File: src/rtl/apb_slave_regbank_if.sv
// APB bus bundle between the master and the register bank.
// Ports: psel/penable/pwrite/paddr/pwdata/pstrb in, pready/prdata/pslverr back.
interface apb_slave_regbank_if;
  logic        psel;
  logic        penable;
  logic        pwrite;
  logic [31:0] paddr;
  logic [31:0] pwdata;
  logic [1:0]  pstrb;
  logic        pready;
  logic [31:0] prdata;
  logic        pslverr;

  modport master (
    output psel, penable, pwrite,
    output paddr, pwdata, pstrb,
    input  pready, prdata, pslverr
  );

  modport slave (
    input  psel, penable, pwrite,
    input  paddr, pwdata, pstrb,
    output pready, prdata, pslverr
  );
endinterface

File: src/rtl/apb_slave_regbank.sv
// APB completer register bank: ID word + R/W words, halfword strobes, wait states.
// Ports: pclk, prst (sync, active-high), apb (slave modport of the bus bundle).
module apb_slave_regbank #(
  parameter int          NUM_REGS    = 16,
  parameter int          WAIT_CYCLES = 2,
  parameter logic [31:0] ID_VALUE    = 32'hA5B0_0001,
  parameter logic [31:0] RESET_VAL   = 32'h0000_0000,
  parameter logic [31:0] BASE_ADDR   = 32'h0000_0000
) (
  input  logic                  pclk,
  input  logic                  prst,
  apb_slave_regbank_if.slave    apb
);

  typedef enum logic [1:0] {
    S_IDLE,
    S_WAIT,
    S_RESP
  } state_e;

  localparam logic [3:0] WC = 4'(WAIT_CYCLES);
  localparam logic [4:0] NR = 5'(NUM_REGS);

  state_e      state_q, state_d;
  logic [3:0]  cnt_q, cnt_d;
  logic        pready_q, pready_d;
  logic        pslverr_q, pslverr_d;
  logic [31:0] prdata_q, prdata_d;
  logic [31:0] regs_q [1:NUM_REGS-1];
  logic [31:0] regs_d [1:NUM_REGS-1];

  logic        access;
  logic        done;
  logic        hit;
  logic [3:0]  idx;
  logic [31:0] rd_word;
  logic        unused_addr;

  assign unused_addr = ^apb.paddr[1:0];

  assign access = apb.psel & apb.penable;
  assign idx    = apb.paddr[5:2];
  assign hit    = (apb.paddr[31:6] == BASE_ADDR[31:6])
                & ({1'b0, idx} < NR);

  always_comb begin
    rd_word = ID_VALUE;
    for (int i = 1; i < NUM_REGS; i++) begin
      if (idx == 4'(i)) rd_word = regs_q[i];
    end
  end

  always_comb begin
    state_d   = state_q;
    cnt_d     = cnt_q;
    pready_d  = 1'b0;
    pslverr_d = 1'b0;
    prdata_d  = prdata_q;
    regs_d    = regs_q;
    done      = 1'b0;

    unique case (state_q)
      S_IDLE: begin
        if (access) begin
          if (WAIT_CYCLES == 0) begin
            done = 1'b1;
          end else begin
            state_d = S_WAIT;
            cnt_d   = 4'd1;
          end
        end
      end
      S_WAIT: begin
        // master withdrew mid-ACCESS: drop it silently
        if (!access) begin
          state_d = S_IDLE;
          cnt_d   = 4'd0;
        end else if (cnt_q == WC) begin
          done = 1'b1;
        end else begin
          cnt_d = cnt_q + 4'd1;
        end
      end
      S_RESP: begin
        // one dead cycle so the next SETUP is not taken as ACCESS
        state_d = S_IDLE;
      end
      default: begin
        state_d = S_IDLE;
        cnt_d   = 4'd0;
      end
    endcase

    if (done) begin
      state_d  = S_RESP;
      cnt_d    = 4'd0;
      pready_d = 1'b1;
      if (!hit || (apb.pwrite && idx == 4'd0)) begin
        pslverr_d = 1'b1;
        if (!apb.pwrite) prdata_d = 32'h0;
      end else if (apb.pwrite) begin
        for (int i = 1; i < NUM_REGS; i++) begin
          if (idx == 4'(i)) begin
            if (apb.pstrb[0])
              regs_d[i][15:0] = apb.pwdata[15:0];
            if (apb.pstrb[1])
              regs_d[i][31:16] = apb.pwdata[31:16];
          end
        end
      end else begin
        prdata_d = rd_word;
      end
    end
  end

  always_ff @(posedge pclk) begin
    if (prst) begin
      state_q   <= S_IDLE;
      cnt_q     <= 4'd0;
      pready_q  <= 1'b0;
      pslverr_q <= 1'b0;
      prdata_q  <= 32'h0;
      for (int i = 1; i < NUM_REGS; i++) begin
        regs_q[i] <= RESET_VAL;
      end
    end else begin
      state_q   <= state_d;
      cnt_q     <= cnt_d;
      pready_q  <= pready_d;
      pslverr_q <= pslverr_d;
      prdata_q  <= prdata_d;
      regs_q    <= regs_d;
    end
  end

  assign apb.pready  = pready_q;
  assign apb.prdata  = prdata_q;
  assign apb.pslverr = pslverr_q;

endmodule

File: src/flat_wrapper.sv
// flat-port wrapper written by rule: the top's interface ports become plain ports
module apb_slave_regbank_flat 
#(
  parameter int          NUM_REGS    = 16,
  parameter int          WAIT_CYCLES = 2,
  parameter logic [31:0] ID_VALUE    = 32'hA5B0_0001,
  parameter logic [31:0] RESET_VAL   = 32'h0000_0000,
  parameter logic [31:0] BASE_ADDR   = 32'h0000_0000
)
  (pclk, prst, apb_psel, apb_penable, apb_pwrite, apb_paddr, apb_pwdata, apb_pstrb, apb_pready, apb_prdata, apb_pslverr);
  apb_slave_regbank_if apb_i ();
  input  logic pclk;
  input  logic prst;
  input wire logic [$bits(apb_i.psel)-1:0] apb_psel;
  input wire logic [$bits(apb_i.penable)-1:0] apb_penable;
  input wire logic [$bits(apb_i.pwrite)-1:0] apb_pwrite;
  input wire logic [$bits(apb_i.paddr)-1:0] apb_paddr;
  input wire logic [$bits(apb_i.pwdata)-1:0] apb_pwdata;
  input wire logic [$bits(apb_i.pstrb)-1:0] apb_pstrb;
  output wire logic [$bits(apb_i.pready)-1:0] apb_pready;
  output wire logic [$bits(apb_i.prdata)-1:0] apb_prdata;
  output wire logic [$bits(apb_i.pslverr)-1:0] apb_pslverr;
  assign apb_i.psel = apb_psel;
  assign apb_i.penable = apb_penable;
  assign apb_i.pwrite = apb_pwrite;
  assign apb_i.paddr = apb_paddr;
  assign apb_i.pwdata = apb_pwdata;
  assign apb_i.pstrb = apb_pstrb;
  assign apb_pready = apb_i.pready;
  assign apb_prdata = apb_i.prdata;
  assign apb_pslverr = apb_i.pslverr;
  apb_slave_regbank #(.NUM_REGS(NUM_REGS), .WAIT_CYCLES(WAIT_CYCLES), .ID_VALUE(ID_VALUE), .RESET_VAL(RESET_VAL), .BASE_ADDR(BASE_ADDR)) u_core (.pclk(pclk), .prst(prst), .apb(apb_i));
endmodule
File: config.mk
export PLATFORM = sky130hd
export DESIGN_NAME = apb_slave_regbank_flat
export DESIGN_NICKNAME = d
export VERILOG_FILES = /design/src/rtl/apb_slave_regbank_if.sv /design/src/rtl/apb_slave_regbank.sv /design/src/flat_wrapper.sv
export SDC_FILE = /design/constraint.sdc
export NUM_CORES = 1
export LEC_CHECK = 0
export CORE_ASPECT_RATIO = 0.8
export CORE_MARGIN = 2
export CORE_UTILIZATION = 38
export CTS_CLUSTER_SIZE = 8
export DETAILED_ROUTE_END_ITERATION = 16
export GPL_ROUTABILITY_DRIVEN = 0
export GPL_TIMING_DRIVEN = 0
export REMOVE_ABC_BUFFERS = 1
export SLEW_MARGIN = 10
export SYNTH_ARGS = -nofsm -noshare
export SYNTH_HDL_FRONTEND = slang
export SYNTH_SLANG_ARGS = --single-unit
File: constraint.sdc
create_clock -name pclk -period 2.8 [get_ports pclk]
set_input_delay 0.28 -clock pclk [delete_from_list [all_inputs] [get_ports pclk]]
set_output_delay 0.28 -clock pclk [all_outputs]
set_load 0.005 [all_outputs]
==> results.sh <==
export IMPL_status="finished with violations"
export IMPL_violations="setup timing"
export IMPL_switchingPower_mw=4.02
export IMPL_timing_final_max_slew_violations=0
export IMPL_critPathRequiredTime_ns=3.28
export IMPL_grt_max_degree=163
export IMPL_post_route_period_util=1.03
export IMPL_swShare=0.241
export IMPL_die_area_mm2=0.0657
export IMPL_layoutNonFillerInstCount=3824
export IMPL_drc=0
export IMPL_finClkSkew_ns=0.0198
export IMPL_pwr_share_seq=0.444
export IMPL_intPower_mw=12.7
export IMPL_cpMostUsedCell="buf_8"
export IMPL_vdd_drop_max_v=0.000337
export IMPL_layout_commonest_cell="nand2_1"
export IMPL_initial_core_util=0.385
export IMPL_die_w_um=286
export IMPL_port_buffers=102
export IMPL_combPwrFrac=0.072
export IMPL_synth_seq_cells=520
export IMPL_coreArea_mm2=0.0628
export IMPL_syn_mean_instance_area_um2=8.01
export IMPL_holdBufCountCts=0
export IMPL_cts_tree="yes"
export IMPL_cp_max_fo=119
export IMPL_crit_family="compound AO/OA/AOI/OAI gates"
export IMPL_clock_sinks=520
export IMPL_grt_first_pass_wirelength_um=136000
export IMPL_overflow=0
export IMPL_nFillCells=5995
export IMPL_critPathKind="in -> reg"
export IMPL_dpl_cell_area_mm2=0.0255
export IMPL_synth_area_leaders="dfxtp_1, nand2_1, a21oi_1"
export IMPL_cp_slowest_stage_delay_ns=0.86
export IMPL_cp_cell_sequence="buf_8 > buf_16 > nor2_2 > buf_8 > a222oi_1 > o311ai_0 > nand3_1 > a22o_1"
export IMPL_end_kind="flop"
export IMPL_total_power_mw=16.7
export IMPL_fin_crit_ns=2.89
export IMPL_grt_usage=0.271
export IMPL_num_vias=23000
export IMPL_p_clk_frac=0.484
export IMPL_drt_iter0_drc=3339
export IMPL_synth_area_mm2=0.0242
export IMPL_worst_ep_arrival_time_ns=3.37
export IMPL_avgRoutedWirePerCell_um=24.0
export IMPL_clockRootBuffer="clkbuf_16"
export IMPL_yosysTopAreaCell="dfxtp_1"
export IMPL_stdcell_area_mm2=0.0280
export IMPL_synth_edf_count=0
export IMPL_synth_distinct_cells=78
export IMPL_drv_cap=0
export IMPL_yosysSeqAreaShare=0.431
export IMPL_yosysTopAreaCellShare=0.431
export IMPL_final_nets=3049
export IMPL_antenna_found_initial=3
export IMPL_synthCells=3018
export IMPL_ys_warn_count=0
export IMPL_rsz0062_at_grt="false"
export IMPL_dieHeight_um=230
export IMPL_finalSetupViolCount=3
export IMPL_ys_flop_type="dfxtp_1"
export IMPL_postLayoutSetupSlackWorst_ns=-0.0899
export IMPL_cts_buffers=74
export IMPL_slowest_stage="o311ai_0"
export IMPL_syn_to_final_growth_pct=16.0
export IMPL_ant_nets=0
export IMPL_p_per_area_mw_per_mm2=596
export IMPL_grt_pass1_vias=21400
export IMPL_worst_slew_pin_slew_ns=1.24
export IMPL_fin_util=0.447
export IMPL_dp_cells=3689
export IMPL_fmax_ghz=0.346
export IMPL_path_buf_inv=3
export IMPL_max_slew_margin_rel=0.174
export IMPL_io_pins=105
export IMPL_hp_class="in -> reg"
export IMPL_p_leak_nw=9.55
export IMPL_wirelength_um=91700
export IMPL_hold_viol=0
export IMPL_synthArstFlopShare=0
export IMPL_drive_gt1_frac=0.0923
export IMPL_dr_pass1_iters=8
export IMPL_clock_path_buffers=3
export IMPL_dp_hpwl_um=56300
export IMPL_layout_common_cells="nand2_1, dfxtp_1, a21oi_1, nand2b_1, mux2i_1"
export IMPL_rows=82
export IMPL_path_clk_slew_ns=0.05
export IMPL_htree_num_levels=3
export IMPL_clock_latency_ns=0.61
export IMPL_cp_start_kind="input port"
export IMPL_vias_per_cell=6.01
final cells by class:
type                    instances  area, um2  share of cell area
diodes                          4       10.0            0.000357
repair buffers                177       2020              0.0721
inverters                      15       58.8             0.00210
clock inverters                 1       8.76            0.000312
flip-flops and latches        520      10400               0.371
multi-input cells            2188      12500               0.446
clock buffers                  79       1980              0.0705
well taps                     840       1050              0.0375
synthesized netlist by cell type (26+ instances only):
master and n:
a21oi_1 434, and3_1 29, and4_1 26, buf_2 77
clkbuf_1 178, dfxtp_1 520, mux2_2 34, mux2i_1 119
nand2_1 819, nand2b_1 151, nand3_1 30, nand4_1 26
nor2_1 54, o21ai_0 68, o221ai_1 27, o22ai_1 29
power by group through the flow:
stage,sequential (mW),clock (mW),combinational [mW]
floorplan,7.56,0,0.369
global placement,7.57,0,1.19
detailed placement,7.57,0,1.15
CTS,7.42,8.13,1.15
global route,7.41,8.47,1.24
finish,7.42,8.08,1.20
sequential cells by signal (all words and copies together) (netlist names):
| register | cells |
|---|---|
| u_core.cnt_q | 4 |
| u_core.regs_q | 480 |
| u_core.apb.prdata | 32 |
| u_core.apb.pslverr | 1 |
| u_core.state_q | 2 |
| u_core.apb.pready | 1 |
metal layers:
metal	wire length, um	track usage	vias to the layer above
met5	0	0	-
met3	10700	0.0665	154
li1	-	-	10300
met4	2260	0.0942	0
met1	39900	0.393	11100
met2	38800	0.388	1335
final timing paths:
path,start,end,slack [ns],cells past startpoint
hold / removal,prst,u_core.regs_q[198],0.15,2
setup reg to reg,u_core.cnt_q[0],u_core.regs_q[27],0.09,7
hold reg to reg,u_core.regs_q[143],u_core.regs_q[143],0.45,2
setup / recovery,apb_paddr[2],u_core.apb.prdata[6],-0.09,8
through the flow:
stage | hold slack, ns | setup slack (ns) | setup TNS (ns)
floorplan | 0.349 | 0.0802 | 0
finish | 0.152 | -0.0899 | -0.248
CTS | 0.207 | 0.00873 | 0
global placement | 0.433 | -25.44 | -6017.07
detailed placement | 0.439 | -1.05 | -353.17
global route | 0.251 | 0.0203 | 0
cell families after synthesis:
| group | Yosys count | share of synthesized area |
|---|---|---|
| compound gates | 771 | 0.194 |
| xor+xnor | 2 | 0.000725 |
| fa+ha+maj | 2 | 0.00104 |
| buf+inv | 310 | 0.0563 |
| flops | 520 | 0.431 |
| mux | 164 | 0.0754 |
| simple gates | 1249 | 0.242 |
timing repair:
item | 4_1_cts | 5_1_grt
gates resized for setup | 9 | 27
endpoints found under the setup margin | 474 | 283
pin swaps | 17 | 3
buffers inserted | 48 | 3
No activity file was read; power rests on OpenSTA's default activity.
